===== src/rtl/cp0_unit_pkg.sv =====
`default_nettype none
// ============================================================================
//  Module      : cp0_unit_pkg
//  Description : Shared CP0 definitions: register number/select constants,
//                write masks, Status/Cause field layouts, exception codes.
//  Revision    : 1.0 - initial release
// ============================================================================
package cp0_unit_pkg;

    // Register numbers and selects decoded by MFC0/MTC0
    localparam logic [4:0] c_REG_BADVADDR = 5'd8;
    localparam logic [4:0] c_REG_COUNT    = 5'd9;
    localparam logic [4:0] c_REG_COMPARE  = 5'd11;
    localparam logic [4:0] c_REG_STATUS   = 5'd12;
    localparam logic [4:0] c_REG_CAUSE    = 5'd13;
    localparam logic [4:0] c_REG_EPC      = 5'd14;
    localparam logic [4:0] c_REG_PRID     = 5'd15;
    localparam logic [4:0] c_REG_CONFIG   = 5'd16;
    localparam logic [4:0] c_REG_ERROREPC = 5'd30;
    localparam logic [2:0] c_SEL0         = 3'd0;
    localparam logic [2:0] c_SEL1         = 3'd1;

    // Software-writable bits; everything else is read-only or hardware-owned
    localparam logic [31:0] c_STATUS_WMASK = 32'h0000_FF03;
    localparam logic [31:0] c_CAUSE_WMASK  = 32'h0000_0300;
    localparam logic [31:0] c_STATUS_RESET = 32'h0040_0000;
    // Config0: M bit set to advertise Config1
    localparam logic [31:0] c_CONFIG0_VALUE = 32'h8000_0000;

    typedef struct packed {
        logic [8:0] rsvd_hi;
        logic       bev;
        logic [5:0] rsvd_mid;
        logic [7:0] im;
        logic [5:0] rsvd_lo;
        logic       exl;
        logic       ie;
    } status_t;

    typedef struct packed {
        logic        bd;
        logic        ti;
        logic [13:0] rsvd_hi;
        logic [7:0]  ip;
        logic        rsvd_mid;
        logic [4:0]  exc_code;
        logic [1:0]  rsvd_lo;
    } cause_t;

    typedef enum logic [4:0] {
        EXC_INT  = 5'd0,
        EXC_MOD  = 5'd1,
        EXC_TLBL = 5'd2,
        EXC_TLBS = 5'd3,
        EXC_ADEL = 5'd4,
        EXC_ADES = 5'd5,
        EXC_SYS  = 5'd8,
        EXC_BP   = 5'd9,
        EXC_RI   = 5'd10,
        EXC_OV   = 5'd12
    } exc_code_e;

    function automatic logic [31:0] apply_mask(input logic [31:0] old_val,
                                               input logic [31:0] new_val,
                                               input logic [31:0] mask);
        return (old_val & ~mask) | (new_val & mask);
    endfunction

endpackage
`default_nettype wire


===== src/rtl/cp0_timer.sv =====
`default_nettype none
// ============================================================================
//  Module      : cp0_timer
//  Description : Count/Compare timer. Count advances every second cycle,
//                a Count==Compare match sets a sticky TI flag, a Compare
//                write clears it.
//  Revision    : 1.0 - initial release
// ============================================================================
module cp0_timer (
    input  logic        clk,
    input  logic        reset,
    input  logic        count_we,
    input  logic        compare_we,
    input  logic [31:0] wr_data,
    output logic [31:0] count,
    output logic [31:0] compare,
    output logic        ti
);

    logic        r_tick;
    logic [31:0] r_count;
    logic [31:0] r_compare;
    logic        r_ti;
    logic [31:0] w_count_next;

    // Next Count: a software load wins over the half-rate increment
    always_comb begin
        w_count_next = r_count;
        if (count_we) begin
            w_count_next = wr_data;
        end else if (r_tick) begin
            w_count_next = r_count + 32'd1;
        end
    end

    // Timer state; Compare write clear beats a same-cycle match
    always_ff @(posedge clk) begin
        if (reset) begin
            r_tick    <= 1'b0;
            r_count   <= '0;
            r_compare <= '0;
            r_ti      <= 1'b0;
        end else begin
            r_tick  <= ~r_tick;
            r_count <= w_count_next;
            if (compare_we) begin
                r_compare <= wr_data;
                r_ti      <= 1'b0;
            end else if (w_count_next == r_compare) begin
                r_ti <= 1'b1;
            end
        end
    end

    assign count   = r_count;
    assign compare = r_compare;
    assign ti      = r_ti;

endmodule
`default_nettype wire


===== src/rtl/cp0_unit.sv =====
`default_nettype none
// ============================================================================
//  Module      : cp0_unit
//  Description : MIPS-style coprocessor 0: MFC0/MTC0 access, exception entry,
//                ERET, interrupt pending generation.
//  Config      : define CP0_TIMER_INTR_EN to enable the Count/Compare timer.
//  Revision    : 1.0 - initial release
// ============================================================================
module cp0_unit
    import cp0_unit_pkg::*;
#(
    parameter logic [31:0] PRID_VALUE    = 32'h0001_8003,
    parameter logic [31:0] CONFIG1_VALUE = 32'h0000_0000
) (
    input  logic        clk,
    input  logic        reset,
    input  logic [4:0]  rd_reg,
    input  logic [2:0]  rd_sel,
    output logic [31:0] rd_data,
    output logic        rd_invalid,
    input  logic        wr_en,
    input  logic [4:0]  wr_reg,
    input  logic [2:0]  wr_sel,
    input  logic [31:0] wr_data,
    input  logic        exc_valid,
    input  logic [4:0]  exc_code,
    input  logic [31:0] exc_pc,
    input  logic        exc_bd,
    input  logic [31:0] exc_badvaddr,
    input  logic        exc_bad_valid,
    input  logic        eret,
    input  logic [5:0]  ext_int,
    output logic [31:0] epc_out,
    output logic [31:0] status_out,
    output logic        int_pending
);

    status_t     r_status;
    logic        r_bd;
    logic [4:0]  r_exc_code;
    logic [1:0]  r_ip_sw;
    logic [5:0]  r_ip_hw;
    logic [31:0] r_epc;
    logic [31:0] r_badvaddr;
    logic [31:0] r_errorepc;
    logic [31:0] w_count;
    logic [31:0] w_compare;
    logic        w_ti;
    logic        w_wr_ok;
    cause_t      w_cause;

    // An MTC0 only lands when no exception or ERET claims the cycle
    assign w_wr_ok = wr_en & ~exc_valid & ~eret;

`ifdef CP0_TIMER_INTR_EN
    cp0_timer u_timer (
        .clk        (clk),
        .reset      (reset),
        .count_we   (w_wr_ok && wr_reg == c_REG_COUNT && wr_sel == c_SEL0),
        .compare_we (w_wr_ok && wr_reg == c_REG_COMPARE && wr_sel == c_SEL0),
        .wr_data    (wr_data),
        .count      (w_count),
        .compare    (w_compare),
        .ti         (w_ti)
    );
`else
    logic [31:0] r_compare;

    // Without the timer Compare is just a scratch register
    always_ff @(posedge clk) begin
        if (reset) begin
            r_compare <= '0;
        end else if (w_wr_ok && wr_reg == c_REG_COMPARE && wr_sel == c_SEL0) begin
            r_compare <= wr_data;
        end
    end

    assign w_compare = r_compare;
    assign w_count   = '0;
    assign w_ti      = 1'b0;
`endif

    // Assemble Cause from its separately owned fields
    always_comb begin
        w_cause          = '0;
        w_cause.bd       = r_bd;
        w_cause.ti       = w_ti;
        w_cause.ip       = {r_ip_hw[5] | w_ti, r_ip_hw[4:0], r_ip_sw};
        w_cause.exc_code = r_exc_code;
    end

    // Architectural state: exception entry > ERET > MTC0
    always_ff @(posedge clk) begin
        if (reset) begin
            r_status   <= c_STATUS_RESET;
            r_bd       <= 1'b0;
            r_exc_code <= '0;
            r_ip_sw    <= '0;
            r_ip_hw    <= '0;
            r_epc      <= '0;
            r_badvaddr <= '0;
            r_errorepc <= '0;
        end else begin
            r_ip_hw <= ext_int;
            if (exc_valid) begin
                r_status.exl <= 1'b1;
                r_exc_code   <= exc_code;
                // Nested exceptions keep the original return point
                if (!r_status.exl) begin
                    r_epc <= exc_bd ? exc_pc - 32'd4 : exc_pc;
                    r_bd  <= exc_bd;
                end
                if (exc_bad_valid) begin
                    r_badvaddr <= exc_badvaddr;
                end
            end else if (eret) begin
                r_status.exl <= 1'b0;
            end else if (wr_en && wr_sel == c_SEL0) begin
                case (wr_reg)
                    c_REG_STATUS:   r_status   <= apply_mask(r_status, wr_data, c_STATUS_WMASK);
                    c_REG_CAUSE:    r_ip_sw    <= wr_data[9:8];
                    c_REG_EPC:      r_epc      <= wr_data;
                    c_REG_ERROREPC: r_errorepc <= wr_data;
                    default:        ;
                endcase
            end
        end
    end

    // MFC0 read mux, purely from current state
    always_comb begin
        rd_data    = '0;
        rd_invalid = 1'b0;
        case ({rd_reg, rd_sel})
            {c_REG_BADVADDR, c_SEL0}: rd_data = r_badvaddr;
            {c_REG_COUNT,    c_SEL0}: rd_data = w_count;
            {c_REG_COMPARE,  c_SEL0}: rd_data = w_compare;
            {c_REG_STATUS,   c_SEL0}: rd_data = r_status;
            {c_REG_CAUSE,    c_SEL0}: rd_data = w_cause;
            {c_REG_EPC,      c_SEL0}: rd_data = r_epc;
            {c_REG_PRID,     c_SEL0}: rd_data = PRID_VALUE;
            {c_REG_CONFIG,   c_SEL0}: rd_data = c_CONFIG0_VALUE;
            {c_REG_CONFIG,   c_SEL1}: rd_data = CONFIG1_VALUE;
            {c_REG_ERROREPC, c_SEL0}: rd_data = r_errorepc;
            default:                  rd_invalid = 1'b1;
        endcase
    end

    assign epc_out     = r_epc;
    assign status_out  = r_status;
    assign int_pending = ~reset & r_status.ie & ~r_status.exl & |(w_cause.ip & r_status.im);

endmodule
`default_nettype wire


===== config.mk =====
export PLATFORM = sky130hd
export DESIGN_NAME = cp0_unit
export DESIGN_NICKNAME = d
export VERILOG_FILES = /design/src/rtl/cp0_unit_pkg.sv /design/src/rtl/cp0_timer.sv /design/src/rtl/cp0_unit.sv
export SDC_FILE = /design/constraint.sdc
export NUM_CORES = 1
export LEC_CHECK = 0
export CAP_MARGIN = 20
export CORE_MARGIN = 8
export CORE_UTILIZATION = 43
export DETAILED_ROUTE_END_ITERATION = 6
export HOLD_SLACK_MARGIN = 0.15
export PLACE_DENSITY = 0.77
export SYNTH_ARGS = -nofsm -noshare
export SYNTH_HDL_FRONTEND = slang
export SYNTH_HIERARCHICAL = 1
export SYNTH_SLANG_ARGS = --single-unit

===== constraint.sdc =====
create_clock -name clk -period 2.6 [get_ports clk]
set_input_delay 0.52 -clock clk [delete_from_list [all_inputs] [get_ports clk]]
set_output_delay 0.52 -clock clk [all_outputs]
set_load 0.1 [all_outputs]

# == Word-level counts from Yosys, hierarchy flattened ==
# Cells that the tools add are included.
# totals
register_bits,174
input_bits,130
output_inout_bits,98
# classes
add_sub_neg,1
n_eq_ne,17
muxes,12
bitwise_logic,11
reduce_logical,17
# ops
operator,count
$pmux 32 s8,1
$mux 32,6
$eq 8x7->1 const B,7
$or 32x16->32,1
$sub 32x3->32 const B,1
$eq 8x8->1 const B,3
$eq 5x4->1 const B,4
$reduce_and 4->1,4
$reduce_or 10->1,1
$and 8x8->8,1
$reduce_or 8->1,1
$reduce_and 2->1,3
$reduce_bool 3->1,2
$and 1x1->1,5
$eq 5x5->1 const B,1
$mux 2,2
$ne 2x2->1 const B,2
$not 1->1,4
$reduce_bool 2->1,2
$logic_and 1x1->1,3
$logic_not 3->1,1
$mux 1,3

# == Longest topological paths before layout ==
# Gate-level depths: netlist (run 1).
# depth
depth_word,5
depth_mapped,8

# == Worst setup path after synthesis (run 1) ==
# No wires, ideal clock.
# synth_timing
kind,input-to-output
from,input rd_reg[2]
to,output rd_data[26]
arrival_ns,3.808
required_ns,2.080
path_slack_ns,-1.728
path_stages,6
n_path_buf,2
path_cell_list,clkbuf_1 -> inv_1 -> nor3_1 -> clkbuf_1 -> a222oi_1 -> o21ai_0
# synth_between
elab_chain_cells,2
word_cells_on_any_way,9
classes_between,eq/ne (8); mux (1)
# synth_rtl
item,line,text
start: declaration,cp0_unit.sv:17,"input logic [4:0] rd_reg,"
$eq 8x8->1 or $eq 8x7->1 (tied branches),cp0_unit.sv:134,"case ({rd_reg, rd_sel})"
$pmux 32 s8 (*),cp0_unit.sv:134,
end: declaration,cp0_unit.sv:19,"output logic [31:0] rd_data,"
# Mark *: on every way between the ends. The rest lies on a longest branch, timed or not.

# == Worst setup path after layout (run 1) ==
# layout_timing
from,input rd_reg[4]
to,output rd_data[19]
# Same word-level chain as after synthesis.

==> out/summary.json, run 1 <==
{
  "routing": {
    "drc": 13,
    "final_antenna_net_count": 0,
    "routed_wirelength_mm": 33.6,
    "num_vias": 9145,
    "drtIter0Drc": 1152,
    "detail_route.first_pass.iterations": 7,
    "vias_per_cell": 6.04,
    "wire_length_per_cell_after_detailed_routing_um": 22.2
  },
  "run_status": {
    "violated_checks": "DRC, setup timing",
    "run_status": "complete, but fails checks"
  },
  "die": {
    "coreArea_um2": 17800,
    "die_area_um2": 22700,
    "io-pin-count": 228,
    "fp-row-count": 49,
    "vertical_die_dimension_um": 151,
    "initial_core_util": 0.437,
    "dieWidth_um": 151
  },
  "min_path": {
    "number_of_instances_on_the_worst_hold_path": 2,
    "timing.hold.worst.class": "in2reg",
    "holdCritStartpoint": "reset",
    "hold_end": "epc_out[24]$_SDFFE_PP0P_"
  },
  "finish": {
    "layout_commonest_cell": "nand2_1",
    "insertedDiodeCount": 0,
    "syn_to_final_growth_pct": 59.5,
    "final_cell_mix": "nand2_1 (181), dfxtp_1 (152), buf_4 (150)",
    "finish.utilization": 0.696,
    "final_cell_count_no_fill": 1513,
    "layout.cell_area.non_filler_um2": 12400,
    "num-nets-final": 1402,
    "final_layout_size_suffix_gt1_frac": 0.274
  },
  "grt": {
    "grt_antenna_before_repair": 0,
    "grt.total_usage": 0.283,
    "global_route.overflow_total": 0,
    "grt_pass1_vias": 8833,
    "grt_pass1_wl_mm": 49.3,
    "grt_start_max_net_pins": 86
  },
  "logic_synthesis": {
    "synth-async-reset-ratio": 0,
    "syn-mean-instance-area_um2": 7.89,
    "synth-seq-area-share": 0.391,
    "syn_inst": 987,
    "dominantRegCellSynth": "dfxtp_1",
    "synthDominantAreaCellType": "dfxtp_1",
    "synth.top_cell.area_share": 0.391,
    "count_of_different_cell_masters_after_synthesis": 67,
    "post_synth_instance_area_um2": 7790,
    "ys_ff_latch": 152,
    "ys_top_cells_by_area": "dfxtp_1 (39%), nand2_1 (9.0%), mux2i_1 (8.2%)",
    "synth_enable_flop_cells": 0,
    "yosysWarnings": 6
  },
  "sta": {
    "grt_setup_unrepaired": "yes",
    "timing.final.crit_share": 1.01,
    "setup-tns-final_ns": -0.0157,
    "timing.final.max_slew_violations": 0,
    "max_slew_margin": 0.580,
    "setup_viol": 1,
    "fmax_mhz": 382,
    "setup_ws_ns": -0.0157,
    "tightest_slew_ns": 0.630,
    "post-route-min-period_ns": 2.62,
    "timing.final.hold_violations": 0,
    "finClkSkew_ns": 0.00647
  },
  "setup_path": {
    "timing.critical_path.fanout_max": 6,
    "worstPathArrival_ns": 2.10,
    "worst-r2r-setup-slack_ns": 0.75,
    "rr_endpoint": "epc_out[20]$_SDFFE_PP0P_",
    "worstPathRequired_ns": 2.08,
    "critPathMaxStageDelay_ns": 0.57,
    "rr_worst_depth": 6,
    "worst_path_max_delay_cell": "a222oi_1",
    "cp_cell_sequence": "buf_2 > nand2b_4 > nor3_4 > buf_4 > buf_6 > a222oi_1 > o21ai_4 > buf_12",
    "endpoint_kind": "primary output",
    "setup.worst_path.class": "in2out",
    "worst_r2r_startpoint": "status_out[1]$_SDFFE_PP0P_",
    "critPathLaunchType": "input pin"
  },
  "placement": {
    "dp.final_hpwl_mm": 23.1,
    "post-place-cells": 1462,
    "globalplace.congestion": 0.929,
    "pre_cts_ws_ns": -0.554,
    "portBuffers": 205,
    "detailed_place.area_um2": 11400
  },
  "power_and_ir_drop": {
    "power_density_nw_per_um2": 488,
    "p_leak_nw": 4.64,
    "vdd_drop_max_mv": 0.492
  },
  "clock_network": {
    "post_cts_hold_buffer_count": 0,
    "clockRootBuffer": "clkbuf_16",
    "cts.sink_count": 152,
    "cts_buffers": 17,
    "worst_skew_pair.late_latency_ns": 0.44,
    "tritoncts": "yes",
    "cts.path.max_buffers": 2,
    "clk_pin_slew_worst_paths_ns": 0.06,
    "htreeDepth": 4
  },
  "flow_run": {
    "drv.max_cap_violation_count": 0
  }
}
[how the worst max path moves through the flow]
stage | startpoint | to | slack (ns) | cells after the start
after floorplan | rd_sel[1] | rd_data[10] | -0.04 | 6
after global placement | rd_sel[1] | rd_data[20] | -0.48 | 8
after detailed placement | rd_sel[1] | rd_data[17] | -0.55 | 8
after CTS | rd_sel[0] | rd_data[31] | 0.005 | 11
after global routing | rd_reg[0] | rd_data[31] | -0.1 | 9
final | rd_reg[4] | rd_data[19] | -0.02 | 8
[cell type report]
type | count | area (µm²)
clock buffer | 18 | 439
clock inverter | 14 | 101
fill | 1319 | 5420
inverter | 7 | 26.3
multi-input combinational | 752 | 5010
sequential | 152 | 3040
tap | 229 | 287
timing repair buffer | 341 | 3520
[power breakdown]
part / leakage (nW) / switching, W / internal (W)
combinational: 3.15 / 0.000852 / 0.000440
sequential: 1.24 / 0.0000748 / 0.00240
clock: 0.255 / 0.00105 / 0.00125
total: 4.64 / 0.00197 / 0.00409
[registers in the layout, summed over array words and instances (netlist names)]
name,count
r_ip_sw,2
r_compare,32
status_out,10
r_ip_hw,6
r_exc_code,5
epc_out,32
r_errorepc,32
r_badvaddr,32
r_bd,1
[layer usage]
metal,up-vias,track usage,part of all wire
li1,4063,-,-
met1,4322,0.348,0.38
met2,633,0.454,0.47
met3,127,0.0553,0.096
met4,0,0.159,0.052
met5,-,0,0
[metrics by stage]
step,hold WS [ns],total power [W]
final,0.409,0.00606
after global routing,0.415,0.00622
after CTS,0.405,0.00601
after detailed placement,0.447,0.00376
after global placement,0.441,0.00374
after floorplan,0.436,0.00325
[synth_stat cells, drive strengths merged (3+ instances only)]
library cell and n:
nand2 187, dfxtp 152, a21oi 96, nor2 92, mux2i 64, clkbuf 63
o21ai 47, a22oi 33, buf 33, nor3 23, nand3 17, nor4 12
xnor2 12, a222oi 11, a211o 10, and3 9, nor2b 9, o22ai 9
inv 7, o211ai 6, or4 6, a22o 5, and2 5, nor4b 5
a211oi 4, a31oi 4, nand4b 4, nor3b 4, o31ai 4, a2111oi 3
a21o 3, a2bb2oi 3, a32oi 3, and4 3, nand2b 3, nand4 3
o31a 3, or3 3, or4b 3, xor2 3
[critical path, delay by kind of cell]
kind | cells | cell delay, ns
compound gates | 2 | 0.68
buf+inv | 4 | 0.64
simple gates | 2 | 0.26
[what timing repair did]
item	CTS	global route
gates cloned	5	0
setup buffers	10	4
gates resized for setup	80	34
pin swaps	12	16
setup endpoints to repair	33	37
[cells by family (layout without fill, tap and decap cells)]
| logic type | Yosys count | in the layout | synth area share |
|---|---|---|---|
| buffers and inverters | 103 | 380 | 0.0620 |
| AO/OA/AOI/OAI | 254 | 254 | 0.207 |
| adder cells (fa/ha/maj) | 1 | 1 | 0.00161 |
| flip-flops | 152 | 152 | 0.391 |
| other | 2 | 22 | 0.000964 |
| XOR/XNOR | 15 | 15 | 0.0169 |
| multiplexers | 65 | 65 | 0.0837 |
| AND/OR/NAND/NOR | 395 | 395 | 0.237 |
(Power assumes the default switching activity.)
==> run 2: changes to the inputs <==
CAP_MARGIN = unset   (was 20)
==> results of run 2 <==
Final layout, timing and power as in run 1 (identical DEF).
==> run 3: changes to the inputs <==
CORE_ASPECT_RATIO = 2   (was unset)
==> out/summary.json, run 3 (same netlist as run 1, synthesis figures left out) <==
{
  "setup_path": {
    "critPathMaxStageDelay": {"value": 0.49, "unit": "ns", "change": "was 0.57 ns"},
    "cp_cell_sequence": {"value": "clkdlybuf4s15_2 > inv_2 > nor3_4 > buf_4 > buf_4 > a222oi_1 > o21ai_4 > buf_12", "change": "was buf_2 > nand2b_4 > nor3_4 > buf_4 > buf_6 > a222oi_1 > o21ai_4 > buf_12"},
    "worst_r2r_startpoint": {"value": "status_out[1]$_SDFFE_PP0P_", "change": "unchanged"},
    "path_buf_inv": {"value": 5, "change": "was 4"},
    "worst-r2r-setup-slack": {"value": 0.78, "unit": "ns", "change": "was 0.75 ns"},
    "critPathLaunchType": {"value": "input pin", "change": "unchanged"},
    "endpoint_kind": {"value": "primary output", "change": "unchanged"},
    "setup.worst_path.class": {"value": "in2out", "change": "unchanged"},
    "worstSetupPathDepth": {"value": 8, "change": "unchanged"},
    "timing.critical_path.fanout_max": {"value": 6, "change": "unchanged"},
    "worst_path_dominant_cell_family": {"value": "buffers and inverters", "change": "was compound AO/OA/AOI/OAI gates"},
    "worstPathArrival": {"value": 2.07, "unit": "ns", "change": "was 2.10 ns"},
    "worstPathRequired": {"value": 2.08, "unit": "ns", "change": "about the same"},
    "rr_worst_depth": {"value": 6, "change": "unchanged"},
    "rr_endpoint": {"value": "epc_out[17]$_SDFFE_PP0P_", "change": "was epc_out[20]$_SDFFE_PP0P_"},
    "worst_path_most_repeated_cell": "buf_4",
    "worst_path_max_delay_cell": {"value": "a222oi_1", "change": "unchanged"}
  },
  "grt": {
    "grt_start_max_net_pins": {"value": 119, "change": "was 86"},
    "global_route.overflow_total": {"value": 0, "change": "unchanged"},
    "grt.total_usage": {"value": 0.286, "change": "was 0.283"},
    "grt_antenna_before_repair": {"value": 5, "change": "was 0"},
    "grt_pass1_vias": {"value": 9026, "change": "was 8833"},
    "grt_pass1_wl": {"value": 50.7, "unit": "mm", "change": "was 49.3 mm"}
  },
  "routing": {
    "drtIter0Drc": {"value": 683, "change": "was 1152"},
    "wire_length_per_cell_after_detailed_routing": {"value": 23.1, "unit": "µm", "change": "was 22.2 µm"},
    "drc": {"value": 1, "change": "was 13"},
    "detail_route.first_pass.iterations": {"value": 7, "change": "unchanged"},
    "final_antenna_net_count": {"value": 0, "change": "unchanged"},
    "num_vias": {"value": 9020, "change": "was 9145"},
    "routed_wirelength": {"value": 34.6, "unit": "mm", "change": "was 33.6 mm"},
    "vias_per_cell": {"value": 6.01, "change": "was 6.04"}
  },
  "finish": {
    "final_cell_count_no_fill": {"value": 1500, "change": "was 1513"},
    "syn_to_final_growth": {"value": 59.8, "unit": "%", "change": "was 59.5%"},
    "num-nets-final": {"value": 1401, "change": "was 1402"},
    "final_cell_mix": {"value": "nand2_1 (181), dfxtp_1 (152), buf_4 (149)", "change": "was nand2_1 (181), dfxtp_1 (152), buf_4 (150)"},
    "layout_commonest_cell": {"value": "nand2_1", "change": "unchanged"},
    "layout.filler_cells": {"value": 1330, "change": "was 1319"},
    "final_layout_size_suffix_gt1_frac": {"value": 0.273, "change": "was 0.274"}
  },
  "clock_network": {
    "cts.sink_count": {"value": 152, "change": "unchanged"},
    "clk_pin_slew_worst_paths": {"value": 0.06, "unit": "ns", "change": "about the same"},
    "tritoncts": {"value": "yes", "change": "unchanged"},
    "cts.path.max_buffers": {"value": 2, "change": "unchanged"},
    "post_cts_hold_buffer_count": {"value": 0, "change": "unchanged"},
    "clockRootBuffer": {"value": "clkbuf_16", "change": "unchanged"},
    "worst_skew_pair.late_latency": {"value": 0.43, "unit": "ns", "change": "was 0.44 ns"},
    "cts_buffers": {"value": 17, "change": "unchanged"},
    "htreeDepth": {"value": 4, "change": "unchanged"}
  },
  "min_path": {
    "number_of_instances_on_the_worst_hold_path": {"value": 2, "change": "unchanged"},
    "timing.hold.worst.class": {"value": "reg2reg", "change": "was in2reg"},
    "holdCritStartpoint": {"value": "r_badvaddr[26]$_SDFFE_PP0P_", "change": "was reset"},
    "hold_end": {"value": "r_badvaddr[26]$_SDFFE_PP0P_", "change": "was epc_out[24]$_SDFFE_PP0P_"}
  },
  "placement": {
    "dp.final_hpwl": {"value": 24.7, "unit": "mm", "change": "was 23.1 mm"},
    "portBuffers": {"value": 205, "change": "unchanged"},
    "globalplace.congestion": {"value": 1.02, "change": "was 0.929"},
    "post-place-cells": {"value": 1448, "change": "was 1462"},
    "pre_cts_ws": {"value": -0.525, "unit": "ns", "change": "was -0.554 ns"}
  },
  "power_and_ir_drop": {
    "p_leak": {"value": 4.64, "unit": "nW", "change": "about the same"},
    "vdd_drop_max": {"value": 0.433, "unit": "mV", "change": "was 0.492 mV"},
    "power_density": {"value": 501, "unit": "nW/µm²", "change": "was 488 nW/µm²"}
  },
  "sta": {
    "max_slew_margin": {"value": 0.623, "change": "was 0.580"},
    "post-route-min-period": {"value": 2.59, "unit": "ns", "change": "was 2.62 ns"},
    "timing.final.hold_violations": {"value": 0, "change": "unchanged"},
    "timing.final.crit_share": {"value": 0.998, "change": "was 1.01"},
    "setup_ws": {"value": 0.00588, "unit": "ns", "change": "was -0.0157 ns"},
    "fmax": {"value": 385, "unit": "MHz", "change": "was 382 MHz"},
    "setup_viol": {"value": 0, "change": "was 1"},
    "timing.final.max_slew_violations": {"value": 0, "change": "unchanged"},
    "tightest_slew": {"value": 0.565, "unit": "ns", "change": "was 0.630 ns"},
    "finClkSkew": {"value": 0.00655, "unit": "ns", "change": "was 0.00647 ns"},
    "grt_setup_unrepaired": {"value": "yes", "change": "unchanged"}
  },
  "run_status": {
    "run_status": {"value": "complete, but fails checks", "change": "unchanged"},
    "violated_checks": {"value": "DRC", "change": "was DRC, setup timing"}
  },
  "die": {
    "die_area": {"value": 22900, "unit": "µm²", "change": "was 22700 µm²"},
    "fp-row-count": {"value": 69, "change": "was 49"},
    "initial_core_util": {"value": 0.438, "change": "was 0.437"},
    "io-pin-count": {"value": 228, "change": "unchanged"},
    "coreArea": {"value": 17800, "unit": "µm²", "change": "about the same"},
    "dieWidth": {"value": 111, "unit": "µm", "change": "was 151 µm"},
    "vertical_die_dimension": {"value": 206, "unit": "µm", "change": "was 151 µm"}
  },
  "flow_run": {
    "drv.max_cap_violation_count": {"value": 0, "change": "unchanged"}
  }
}
run 3: cell types whose count changed in the layout (fill, tap and decap cells not counted), sizes merged:
| cell | change |
|---|---|
| buf | -7 |
| bufinv | +1 |
| clkbuf | +6 |
| clkdlybuf4s15 | +2 |
| clkinv | -3 |
| clkinvlp | -1 |
| diode | +5 |
| dlygate4sd2 | -1 |
| inv | +1 |
run 3: worst min-delay path, stage by stage, from the launching register on:
cell	delay, ns
dfxtp_1	0.31
nand2_1	0.05
a21oi_1	0.05
run 3: final cells by class:
| class | count | area [µm²] | area share |
|---|---|---|---|
| Clock buffer | 19 | 453 | 0.0364 |
| Inverter | 7 | 30.0 | 0.00241 |
| Multi-Input combinational cell | 752 | 5010 | 0.402 |
| Sequential cell | 152 | 3040 | 0.244 |
| Tap cell | 213 | 267 | 0.0214 |
| Antenna cell | 5 | 12.5 | 0.00101 |
| Clock inverter | 12 | 118 | 0.00945 |
| Timing Repair Buffer | 340 | 3520 | 0.283 |
run 3: worst max path at each step:
stage	start	endpoint	slack, ns
after floorplan	rd_sel[1]	rd_data[10]	-0.04
after global routing	rd_reg[1]	rd_data[15]	-0.03
after global placement	exc_pc[12]	epc_out[26]$_SDFFE_PP0P_	-0.47
final	rd_reg[1]	rd_data[7]	0.006
after detailed placement	rd_reg[1]	rd_data[28]	-0.52
after CTS	rd_reg[4]	rd_data[7]	0.0002
run 3: per-stage QoR:
step	hold WS (ns)	total power, W	utilization	instance area [µm²]	setup TNS, ns
after global placement	0.442	0.00376	0.641	11400	-15.70
after CTS	0.456	0.00620	0.690	12300	0
after floorplan	0.436	0.00325	-	8290	-0.353
final	0.457	0.00624	0.700	12400	0
after detailed placement	0.447	0.00377	0.641	11400	-17.25
after global routing	0.474	0.00640	0.700	12400	-0.152
run 3: metal layers:
| layer | vias up | GRT usage | part of all wire |
|---|---|---|---|
| li1 | 4058 | - | - |
| met3 | 168 | 0.0735 | 0.075 |
| met4 | 0 | 0.227 | 0.086 |
| met1 | 4278 | 0.262 | 0.31 |
| met2 | 516 | 0.523 | 0.52 |
| met5 | - | 0 | 0 |
run 3: timing repair:
action                     CTS  global route
pin swaps                   18            19
cloned                       2             2
resized for setup           61            42
setup buffers               12             7
setup endpoints to repair   34            38
run 3: where the power goes:
part	leakage [nW]	switching [W]	total, W	internal (W)
Sequential	1.24	0.0000854	0.00249	0.00240
Clock	0.275	0.00107	0.00245	0.00138
Combinational	3.12	0.000858	0.00130	0.000447
Total	4.64	0.00202	0.00624	0.00423
